$ cat src/rtl/alu_exec_stage.sv
// Registered ALU execute stage with valid/ready handshakes on both sides.
// A one-entry skid buffer keeps in_ready registered while sustaining one op per cycle.
module alu_exec_stage #(
  parameter int WIDTH = 32
) (
  input  logic             clk,
  input  logic             rst_n,
  input  logic             in_valid,
  output logic             in_ready,
  input  logic [2:0]       ALUControl,
  input  logic [WIDTH-1:0] SrcA,
  input  logic [WIDTH-1:0] SrcB,
  output logic             out_valid,
  input  logic             out_ready,
  output logic [WIDTH-1:0] ALUResult,
  output logic             Zero,
  output logic             illegal
);

  logic [WIDTH-1:0] calc_result;
  logic             calc_zero;
  logic             calc_illegal;

  logic             s_valid;
  logic [WIDTH-1:0] s_result;
  logic             s_zero;
  logic             s_illegal;

  logic             accept;
  logic             out_fire;

  always_comb begin
    calc_result  = '0;
    calc_illegal = 1'b0;
    case (ALUControl)
      3'b000:  calc_result = SrcA + SrcB;
      3'b001:  calc_result = SrcA - SrcB;
      3'b010:  calc_result = SrcA & SrcB;
      3'b011:  calc_result = SrcA | SrcB;
      3'b101:  calc_result = {{(WIDTH-1){1'b0}}, ($signed(SrcA) < $signed(SrcB))};
      default: calc_illegal = 1'b1;
    endcase
  end

  assign calc_zero = (calc_result == '0);
  assign in_ready  = !s_valid;
  assign accept    = in_valid && in_ready;
  assign out_fire  = out_valid && out_ready;

  // Accepts never coincide with an S->O move because in_ready is low whenever S is full.
  always_ff @(posedge clk or negedge rst_n) begin
    if (!rst_n) begin
      out_valid <= 1'b0;
      ALUResult <= '0;
      Zero      <= 1'b0;
      illegal   <= 1'b0;
      s_valid   <= 1'b0;
      s_result  <= '0;
      s_zero    <= 1'b0;
      s_illegal <= 1'b0;
    end else if (accept) begin
      if (!out_valid || out_fire) begin
        out_valid <= 1'b1;
        ALUResult <= calc_result;
        Zero      <= calc_zero;
        illegal   <= calc_illegal;
      end else begin
        s_valid   <= 1'b1;
        s_result  <= calc_result;
        s_zero    <= calc_zero;
        s_illegal <= calc_illegal;
      end
    end else if (out_fire) begin
      if (s_valid) begin
        ALUResult <= s_result;
        Zero      <= s_zero;
        illegal   <= s_illegal;
        s_valid   <= 1'b0;
      end else begin
        out_valid <= 1'b0;
      end
    end
  end

endmodule

$ cat config.mk
export PLATFORM = sky130hd
export DESIGN_NAME = alu_exec_stage
export DESIGN_NICKNAME = d
export VERILOG_FILES = /design/src/rtl/alu_exec_stage.sv
export SDC_FILE = /design/constraint.sdc
export NUM_CORES = 1
export LEC_CHECK = 0
export BUFFER_PORTS_ARGS = -buffer_cell sky130_fd_sc_hd__buf_4
export CORE_MARGIN = 3
export CORE_UTILIZATION = 60
export DETAILED_ROUTE_END_ITERATION = 10
export GPL_ROUTABILITY_DRIVEN = 1
export PLACE_DENSITY = 0.82
export SYNTH_ARGS = -nofsm -noshare
export SYNTH_HDL_FRONTEND = slang
export SYNTH_SLANG_ARGS = --single-unit
$ cat constraint.sdc
create_clock -name clk -period 4.79 [get_ports clk]
set_clock_uncertainty 0.1 [all_clocks]
set_input_delay 0.958 -clock clk [delete_from_list [all_inputs] [get_ports clk]]
set_output_delay 0.958 -clock clk [all_outputs]
set_load 0.02 [all_outputs]
==> impl_results.md <==
- Largest cells by area after synthesis: dfrtp_1 (20%), ha_1 (16%), o21ai_0 (7.0%)
- Hold slack: 0.3774 ns
- Max_cap viols: 0
- Synth Flop Type: dfrtp_1
- CP arrival: 4.64 ns
- Crit-path max FO: 6
- Fin. Hold Viols: 0
- Layout cells sized above 1: 18.98%
- Setup WS pre-CTS: -0.03780 ns
- HP Class: reg2reg
- Status: completed
- Die width: 125.4 µm
- Core ar.: 13610 µm²
- Most frequent cells after synthesis: nand2_1 (140), o21ai_0 (120), a21oi_1 (112), ha_1 (108)
- Top-area cell type share of the netlist area: 20.49%
- DP Cell Count: 1456
- Vias per Instance: 6.219
- Syn Nets: 1342
- M1 WL: 11.71 mm
- Syn Inst Count: 1161
- Filler instances: 1077
- Area of the multi-input gates: 6093 µm²
- Vias: 9155
- Power per cell area: 328.9 nW/µm²
- Detailed placement HPWL: 20.62 mm
- Final WL: 26.17 mm
- Maximum clock path buffer count: 2
- Fin. max-slew vios: 0
- DRC: 0
- Top cell type by total area after synthesis: dfrtp_1
- First-pass GRT wire length: 42.45 mm
- CTS Buf Count: 9
- Met3 WL: 2.297 mm
- Fin util: 75.10%
- Peak supply drop: 0.2836 mV
- Hold buffers post-CTS: 0
- Final setup viols: 0
- Die footprint: 15720 µm²
- Syn Area/Cell: 7.364 µm²
- TritonRoute pass-1 iters: 6
- Htree depth: 3
- Largest net degree at the start of global routing: 71
- Root Buffer: clkbuf_16
- Max Fclk: 0.2221 GHz
- Wire length per cell: 17.78 µm
- CTS tree: built
- Final Cycle Share: 93.99%
- GRT overflow: 0
- Gpl congestion: 1.027
- Skew-Pair Late Insertion Delay: 0.33 ns
- Crit-path leading delay family: compound AO/OA/AOI/OAI gates
- Cell area after placement: 9896 µm²
- Synth-to-layout area growth: 19.55%
- Count leader, synth: nand2_1
- Fin worst setup slack: 0.2879 ns
- Drt initial violations: 1025
- Endpoint type of the worst setup path: flip-flop
- Seq/Total Area, Yosys: 20.49%
- Fin crit period: 4.502 ns
- CP peak stage delay: 0.53 ns
- #FFs+latches synth: 70
- Worst-Margin Slew: 0.8486 ns
- Synth unique cells: 87
- Nets: 1472
- Worst Path Buf+Inv: 1
- Num Clock Sinks: 70
- Non-filler cells, final: 1472
- Fin Setup TNS: 0 ns
- Slowest stage cell, crit path: a2111oi_1
- Leak: 4.901 nW
- Post-route cell area: 10220 µm²
- Vias in the first global route: 8340
- Startpoint types: input pin
- Routed wl met2: 11.67 mm
- Tot GR Track Use: 32.28%
- Inserted Diodes: 0
- Max layer used: met4
- RSZ-0062 raised after global routing: no
- Setup Buffers After CTS: 0
- Total power: 3.362 mW
- Worst-path clk slew: 0.06 ns
- IO Port Bufs: 106
- Cts repair resizes: 0
- Initial antenna violation count: 0
- Sequential Area: 1752 µm²
- Post-synth EDFFs: 0
- Post-route ant nets: 0
- Warnings, synthesis: 0
- Cell Rows: 42
- Syn Std Cell Area: 8549 µm²
- Critical Path, Cell by Cell: buf_4 -> ha_1 -> fa_1 -> a211oi_1 -> o21ai_2 -> a211oi_2 -> or3_1 -> nand2b_1 -> a2111oi_1 -> a2111oi_0 -> a311oi_1 -> nand4_1 -> or3_4 -> o31ai_4
- Die Y: 125.4 µm
- Asr flop ratio synth: 100.0%
- Relative slew margins: 43.43%
- CP Class: in2reg
- Critical Path RT: 4.93 ns
- I/O Pins: 107
- Starting density of the core: 62.81%
## flip-flops by register name, summed over array words and instances, names as in the netlist
| register | flops |
|---|---|
| ALUResult | 32 |
| Zero | 1 |
| illegal | 1 |
| out_valid | 1 |
| s_illegal | 1 |
| s_result | 32 |
| s_valid | 1 |
| s_zero | 1 |
## tightest hold or removal path: cells and delay by family (launching register included)
family | cells | cell delay (ns)
flip-flops | 1 | 0.34
AND/OR/NAND/NOR | 2 | 0.11
## report_power, final
group	total, mW	internal, mW	switching, mW
Combinational	1.67	0.649	1.03
Sequential	0.974	0.831	0.143
Clock	0.713	0.468	0.246
## path summary, 6_finish.rpt
check	endpoint	from	slack, ns	cells past startpoint
setup / recovery	Zero	SrcA[0]	0.29	14
hold / removal	s_result[3]	s_result[3]	0.38	2
setup reg to reg	ALUResult[27]	s_valid	2.86	6
hold reg to reg	s_result[3]	s_result[3]	0.38	2
max in group asynchronous	s_result[20]	rst_n	3.40	1
min in group asynchronous	ALUResult[5]	rst_n	0.64	1
## layout by cell type (no fill, tap or decap), drive strengths merged, types with 18 or more instances in the layout
| cell | count |
|---|---|
| a211oi | 27 |
| o31ai | 20 |
| o21ai | 127 |
| nand2 | 140 |
| inv | 102 |
| dfrtp | 70 |
| buf | 191 |
| ha | 108 |
| nor3 | 19 |
| nor2 | 100 |
| a21oi | 113 |
| o211ai | 18 |
## area by class of cell
cell class	instances	share of cell area [%]
multi-input combinational	917	59.62
timing repair buffer	191	14.15
clock inverter	6	0.8324
inverter	102	3.770
sequential	70	17.14
tap	176	2.154
clock buffer	10	2.338
## cells by family after synthesis
| logic type | synth area share, % |
|---|---|
| AOI/OAI and AO/OA | 31.85 |
| muxes | 2.268 |
| DFF | 20.49 |
| xor gates and xnor gates | 1.229 |
| buffers and inverters | 8.400 |
| adders and majority gates | 16.27 |
| and+or+nand+nor | 19.49 |
## per-layer routing
metal	global-route usage, %	vias to the layer above
met1	47.27	4238
met3	3.923	47
met5	0	-
met2	50.59	487
li1	-	4383
met4	8.610	0
Power figures use the tool's default switching activity.
